===== config.mk =====
export PLATFORM = sky130hd
export DESIGN_NAME = csr_arbiter
export DESIGN_NICKNAME = d
export VERILOG_FILES = /design/src/rtl/csr_pkg.sv /design/src/rtl/csr_rmw_unit.sv /design/src/rtl/csr_arbiter.sv
export SDC_FILE = /design/constraint.sdc
export NUM_CORES = 1
export LEC_CHECK = 0
export ABC_AREA = 0
export CAP_MARGIN = 20
export CELL_PAD_IN_SITES_DETAIL_PLACEMENT = 0
export CELL_PAD_IN_SITES_GLOBAL_PLACEMENT = 1
export CORE_MARGIN = 2
export CORE_UTILIZATION = 30
export DETAILED_ROUTE_END_ITERATION = 16
export MAX_ROUTING_LAYER = met4
export PLACE_DENSITY = 0.86
export SLEW_MARGIN = 5
export SYNTH_ARGS = -nofsm -noshare
export SYNTH_HDL_FRONTEND = slang
export SYNTH_SLANG_ARGS = --single-unit

===== constraint.sdc =====
create_clock -name clk -period 2.99 [get_ports clk]
set_clock_uncertainty 0.05 [all_clocks]
set_input_delay 0.598 -clock clk [delete_from_list [all_inputs] [get_ports clk]]
set_output_delay 0.598 -clock clk [all_outputs]
set_load 0.01 [all_outputs]

===== src/rtl/csr_pkg.sv =====
// csr_pkg: definitions shared by the CSR arbiter and its read-modify-write unit.
//   csr_op_e       request operation encoding (READ/WRITE/SET/CLEAR)
//   csr_state_e    arbiter FSM states
//   RO_ADDR_FIELD  top-two-address-bit value marking the read-only CSR region
package csr_pkg;

  typedef enum logic [1:0] {
    OP_READ  = 2'b00,
    OP_WRITE = 2'b01,
    OP_SET   = 2'b10,
    OP_CLEAR = 2'b11
  } csr_op_e;

  typedef enum logic [1:0] {
    ST_IDLE   = 2'b00,
    ST_READ   = 2'b01,
    ST_MODIFY = 2'b10,
    ST_RESP   = 2'b11
  } csr_state_e;

  localparam logic [1:0] RO_ADDR_FIELD = 2'b11;

  // A SET/CLEAR with a zero operand changes nothing, so it is not treated
  // as a write: it is neither written back nor flagged on read-only space.
  function automatic logic is_write_type(input csr_op_e op, input logic operand_nz);
    return (op == OP_WRITE) || (((op == OP_SET) || (op == OP_CLEAR)) && operand_nz);
  endfunction

endpackage


===== src/rtl/csr_rmw_unit.sv =====
// csr_rmw_unit: combinational read-modify-write datapath.
//   i_op          latched request operation
//   i_old         current CSR value (csr_rdata during MODIFY)
//   i_wdata       latched write/set/clear operand
//   i_addr_field  top two bits of the latched CSR address
//   o_new         value to write back
//   o_wr_en       write-back allowed
//   o_err         write-type access to the read-only region
module csr_rmw_unit
  import csr_pkg::*;
#(
  parameter int DATA_WIDTH = 32
) (
  input  csr_op_e               i_op,
  input  logic [DATA_WIDTH-1:0] i_old,
  input  logic [DATA_WIDTH-1:0] i_wdata,
  input  logic [1:0]            i_addr_field,
  output logic [DATA_WIDTH-1:0] o_new,
  output logic                  o_wr_en,
  output logic                  o_err
);

  logic w_write_type;
  logic w_read_only;

  always_comb begin
    o_new = i_old;
    case (i_op)
      OP_WRITE: o_new = i_wdata;
      OP_SET:   o_new = i_old | i_wdata;
      OP_CLEAR: o_new = i_old & ~i_wdata;
      default:  o_new = i_old;
    endcase
  end

  assign w_write_type = is_write_type(i_op, |i_wdata);
  assign w_read_only  = (i_addr_field == RO_ADDR_FIELD);
  assign o_wr_en      = w_write_type && !w_read_only;
  assign o_err        = w_write_type && w_read_only;

endmodule


===== src/rtl/csr_arbiter.sv =====
// csr_arbiter: two-port (0 = pipeline, 1 = debug) arbiter in front of a CSR
// file, performing one read-modify-write at a time.
//   clk, rst                      clock, synchronous active-high reset
//   reqN_valid/op/addr/wdata      request from port N
//   reqN_ready                    one-cycle acceptance pulse for port N
//   rspN_valid/ready/rdata/err    response to port N (rdata = old CSR value)
//   csr_rd_en, csr_addr           CSR file read strobe and address
//   csr_rdata                     CSR read data, valid one cycle after csr_rd_en
//   csr_wr_en, csr_wdata          CSR file write strobe and data
//
// state     | meaning
// ----------+--------------------------------------------------------------
// ST_IDLE   | waiting for a request; grants one port and latches it
// ST_READ   | csr_rd_en asserted for the latched address
// ST_MODIFY | csr_rdata captured as old; write-back issued if allowed
// ST_RESP   | response held on the granted port until rspN_ready
module csr_arbiter
  import csr_pkg::*;
#(
  parameter int DATA_WIDTH   = 32,
  parameter int ADDR_WIDTH   = 12,
  parameter int STARVE_LIMIT = 4
) (
  input  logic                  clk,
  input  logic                  rst,
  input  logic                  req0_valid,
  input  logic [1:0]            req0_op,
  input  logic [ADDR_WIDTH-1:0] req0_addr,
  input  logic [DATA_WIDTH-1:0] req0_wdata,
  output logic                  req0_ready,
  input  logic                  req1_valid,
  input  logic [1:0]            req1_op,
  input  logic [ADDR_WIDTH-1:0] req1_addr,
  input  logic [DATA_WIDTH-1:0] req1_wdata,
  output logic                  req1_ready,
  output logic                  rsp0_valid,
  input  logic                  rsp0_ready,
  output logic [DATA_WIDTH-1:0] rsp0_rdata,
  output logic                  rsp0_err,
  output logic                  rsp1_valid,
  input  logic                  rsp1_ready,
  output logic [DATA_WIDTH-1:0] rsp1_rdata,
  output logic                  rsp1_err,
  output logic                  csr_rd_en,
  output logic [ADDR_WIDTH-1:0] csr_addr,
  input  logic [DATA_WIDTH-1:0] csr_rdata,
  output logic                  csr_wr_en,
  output logic [DATA_WIDTH-1:0] csr_wdata
);

  localparam int CNT_W = $clog2(STARVE_LIMIT + 1);
  localparam logic [CNT_W-1:0] LIMIT_C = CNT_W'(STARVE_LIMIT);

  csr_state_e            r_state;
  csr_state_e            w_state_nxt;
  csr_op_e               r_op;
  logic [ADDR_WIDTH-1:0] r_addr;
  logic [DATA_WIDTH-1:0] r_wdata;
  logic [DATA_WIDTH-1:0] r_old;
  logic                  r_port;
  logic                  r_err;
  logic [CNT_W-1:0]      r_starve;

  logic                  w_any_req;
  logic                  w_grant1;
  logic [DATA_WIDTH-1:0] w_new;
  logic                  w_wr_en;
  logic                  w_err;

  assign w_any_req = req0_valid || req1_valid;
  // Port 1 wins only when port 0 is idle or has used up its starvation budget.
  assign w_grant1  = req1_valid && (!req0_valid || (r_starve == LIMIT_C));

  csr_rmw_unit #(
    .DATA_WIDTH (DATA_WIDTH)
  ) u_rmw (
    .i_op         (r_op),
    .i_old        (csr_rdata),
    .i_wdata      (r_wdata),
    .i_addr_field (r_addr[ADDR_WIDTH-1 -: 2]),
    .o_new        (w_new),
    .o_wr_en      (w_wr_en),
    .o_err        (w_err)
  );

  always_comb begin
    w_state_nxt = r_state;
    req0_ready  = 1'b0;
    req1_ready  = 1'b0;
    rsp0_valid  = 1'b0;
    rsp0_rdata  = '0;
    rsp0_err    = 1'b0;
    rsp1_valid  = 1'b0;
    rsp1_rdata  = '0;
    rsp1_err    = 1'b0;
    csr_rd_en   = 1'b0;
    csr_addr    = r_addr;
    csr_wr_en   = 1'b0;
    csr_wdata   = '0;
    case (r_state)
      ST_IDLE: begin
        if (w_any_req) begin
          w_state_nxt = ST_READ;
          req0_ready  = !w_grant1;
          req1_ready  = w_grant1;
        end
      end
      ST_READ: begin
        csr_rd_en   = 1'b1;
        w_state_nxt = ST_MODIFY;
      end
      ST_MODIFY: begin
        csr_wr_en   = w_wr_en;
        csr_wdata   = w_wr_en ? w_new : '0;
        w_state_nxt = ST_RESP;
      end
      ST_RESP: begin
        if (r_port) begin
          rsp1_valid = 1'b1;
          rsp1_rdata = r_old;
          rsp1_err   = r_err;
          if (rsp1_ready) w_state_nxt = ST_IDLE;
        end else begin
          rsp0_valid = 1'b1;
          rsp0_rdata = r_old;
          rsp0_err   = r_err;
          if (rsp0_ready) w_state_nxt = ST_IDLE;
        end
      end
      default: w_state_nxt = ST_IDLE;
    endcase
    // Reset is synchronous, so the FSM may still sit in MODIFY/RESP during
    // the reset cycle; the outputs are forced quiet here so an in-flight
    // request is dropped without a write or a response.
    if (rst) begin
      req0_ready = 1'b0;
      req1_ready = 1'b0;
      rsp0_valid = 1'b0;
      rsp0_rdata = '0;
      rsp0_err   = 1'b0;
      rsp1_valid = 1'b0;
      rsp1_rdata = '0;
      rsp1_err   = 1'b0;
      csr_rd_en  = 1'b0;
      csr_addr   = '0;
      csr_wr_en  = 1'b0;
      csr_wdata  = '0;
    end
  end

  always_ff @(posedge clk) begin
    if (rst) begin
      r_state  <= ST_IDLE;
      r_op     <= OP_READ;
      r_addr   <= '0;
      r_wdata  <= '0;
      r_old    <= '0;
      r_port   <= 1'b0;
      r_err    <= 1'b0;
      r_starve <= '0;
    end else begin
      r_state <= w_state_nxt;
      if ((r_state == ST_IDLE) && w_any_req) begin
        r_port  <= w_grant1;
        r_op    <= w_grant1 ? csr_op_e'(req1_op) : csr_op_e'(req0_op);
        r_addr  <= w_grant1 ? req1_addr : req0_addr;
        r_wdata <= w_grant1 ? req1_wdata : req0_wdata;
        if (w_grant1 || !req1_valid) begin
          r_starve <= '0;
        end else if (r_starve != LIMIT_C) begin
          r_starve <= r_starve + 1'b1;
        end
      end
      if (r_state == ST_MODIFY) begin
        r_old <= csr_rdata;
        r_err <= w_err;
      end
    end
  end

endmodule


==> results.sh <==
export IMPL_status="finished clean"
export IMPL_cap_violations=0
export IMPL_vias=5094
export IMPL_dp_hpwl_mm=12.5
export IMPL_antenna_found_initial=0
export IMPL_clkPwrFrac=0.252
export IMPL_max_freq_ghz=0.344
export IMPL_syn_nets=731
export IMPL_critPathCaptureType="primary output"
export IMPL_required_ns=2.34
export IMPL_syn_area_mm2=0.00485
export IMPL_fin_crit_ns=2.91
export IMPL_switching_share=0.359
export IMPL_yosysWarnings=0
export IMPL_first_pass_iters=5
export IMPL_area_delta_synth_final_pct=63.2
export IMPL_grt_max_degree=68
export IMPL_clock_sinks=85
export IMPL_grt_overflow=0
export IMPL_wl_per_cell_um=17.4
export IMPL_critical_path_arrival_ns=2.26
export IMPL_place_congestion=0.828
export IMPL_internal_power_uw=3060
export IMPL_fin_tns_setup_ns=0
export IMPL_leakage_uw=0.00306
export IMPL_final_area_mm2=0.00791
export IMPL_maxSlewViolCount=0
export IMPL_die_h_um=131
export IMPL_core_rowCount=46
export IMPL_start_kind="input pin"
export IMPL_cts_root_buf="clkbuf_16"
export IMPL_remaining_drc_errors=0
export IMPL_mostFrequentLayoutCells="clkdlybuf4s50_1 (211), dfxtp_1 (84), and2_1 (77)"
export IMPL_netSwitchingPower_uw=1710
export IMPL_postSynthAreaPerCell_um2=8.16
export IMPL_synth_seq_cells=85
export IMPL_cts_max_path_buffers=2
export IMPL_cp_max_fo=4
export IMPL_ir_worst_vdd_mv=0.352
export IMPL_port_buffers=245
export IMPL_combinationalPowerShare=0.387
export IMPL_min_path_type="flop to flop"
export IMPL_layout_commonest_cell="clkdlybuf4s50_1"
export IMPL_syn_inst=594
export IMPL_pin_count=246
export IMPL_synth_distinct_cells=40
export IMPL_fin_ws_ns=0.0811
export IMPL_placed_cell_area_mm2=0.00755
export IMPL_postLayoutCoreUtil=0.500
export IMPL_ant_nets=0
export IMPL_grt_pass1_vias=4919
export IMPL_relSlewSlack=0.435
export IMPL_worstMarginPinSlew_ns=0.846
export IMPL_drt_iter0_drc=276
export IMPL_die_area_mm2=0.0172
export IMPL_initial_utilization=0.306
export IMPL_path_class="input pin to primary output"
export IMPL_htree_levels=3
export IMPL_die_w_um=131
export IMPL_viasPerCell=4.89
export IMPL_setup_violations=0
export IMPL_grtUsageTotal=0.210
export IMPL_insertion_delay_ns=0.35
export IMPL_core_mm2=0.0158
export IMPL_period_share=0.973
export IMPL_clkSlewWorstSetupHoldPaths_ns=0.06
export IMPL_yosysSeqAreaShare=0.351
export IMPL_seq_power_share=0.362
export IMPL_cts_hold_buf=0
export IMPL_insertedDiodeCount=0
export IMPL_numCtsBuffers=9
export IMPL_hold_violations=0
export IMPL_drive_gt1_frac=0.0896
export IMPL_dp_slack_ns=0.0847
export IMPL_grt_pass1_wl_mm=27.8
export IMPL_cts_tree="done"
export IMPL_wirelength_mm=18.1
export IMPL_power_density_mw_per_mm2=603
export IMPL_rsz0062_at_grt="no"
export IMPL_nets=958
cells in the mapped netlist, drive strengths merged:
library cell	count	share of area
inv	4	0.0031
nor4	6	0.0077
a311oi	30	0.054
a21boi	1	0.0023
xnor2	1	0.0018
nor3b	66	0.11
nand2b	1	0.0013
a21oi	39	0.040
nor2	68	0.053
and2	77	0.099
mux2i	35	0.072
ha	7	0.018
nor3	6	0.0083
a22oi	1	0.0015
a32oi	5	0.0090
nand4	1	0.0013
nor2b	16	0.021
clkbuf	26	0.020
nand3	6	0.0062
or3b	1	0.0018
xor2	1	0.0018
o21ai	2	0.0021
dfxtp	85	0.35
o21a	1	0.0015
a21o	1	0.0015
a221o	11	0.023
and3b	1	0.0018
nand2	63	0.049
nor4b	2	0.0036
buf	27	0.032
o2111ai	1	0.0018
a211oi	2	0.0041
logic make-up (layout without fill, tap and decap cells):
kind of cell | count (synthesis) | count (layout) | share of synthesized area
mux | 35 | 35 | 0.0723
simple gates | 314 | 314 | 0.359
compound gates | 94 | 94 | 0.141
buf+inv | 57 | 289 | 0.0550
flops | 85 | 85 | 0.351
fa+ha+maj | 7 | 7 | 0.0181
xor+xnor | 2 | 2 | 0.00361
critical path, cell delays in order:
cell and delay [ns]:
clkdlybuf4s50_1 0.47, a21boi_2 0.22, nand2b_2 0.22, nor3b_4 0.19, clkdlybuf4s50_1 0.56
final cells by class:
type / instances / area (um^2)
multi-input cells: 452 / 2980
inverters: 4 / 15.0
fillers: 1531 / 7920
well taps: 216 / 270
flip-flops and latches: 85 / 1700
clock buffers: 11 / 233
repair buffers: 269 / 2640
clock inverters: 5 / 75.1
state kept, by name, indices dropped and copies added, names as in the netlist:
name and count:
r_addr 12, r_err 1, r_old 32, r_op 2, r_port 1, r_starve 3, r_state 2, r_wdata 32
through the flow:
step	hold WS (ns)	std cells	power [uW]
floorplan	0.416	594	2850
global placement	0.431	1021	3530
detailed placement	0.440	1021	3570
CTS	0.455	1038	4800
global route	0.487	1042	5100
finish	0.452	1042	4770
routing by layer:
layer	up-vias	GRT usage	routed length, um
met4	0	0.0743	263
met2	181	0.344	8630
met1	2371	0.265	8290
met5	-	-	0
met3	19	0.0316	899
li1	2523	-	-
power by group through the flow:
stage          Sequential, uW  Combinational (uW)  Clock, uW
2_1_floorplan            1640                1210          0
5_1_grt                  1770                2050       1280
3_3_place_gp             1730                1800          0
6_report                 1730                1850       1200
3_5_place_dp             1740                1830          0
4_1_cts                  1720                1850       1230
worst paths after layout:
path	slack, ns	from	cells past startpoint	end
setup reg to reg	0.92	r_starve[0]$_SDFFE_PP0P_	7	r_wdata[20]$_SDFFE_PP0P_
setup / recovery	0.08	req0_valid	5	req1_ready
hold / removal	0.45	r_old[8]$_SDFFE_PP0P_	2	r_old[8]$_SDFFE_PP0P_
hold reg to reg	0.45	r_old[8]$_SDFFE_PP0P_	2	r_old[8]$_SDFFE_PP0P_
timing repair:
| item | CTS | global route |
|---|---|---|
| resized for setup | 40 | 46 |
| pin swaps | 1 | 1 |
| gates cloned | 0 | 1 |
| buffers inserted | 1 | 3 |
| endpoints found under the setup margin | 33 | 4 |
No activity file was read; power rests on OpenSTA's default activity.
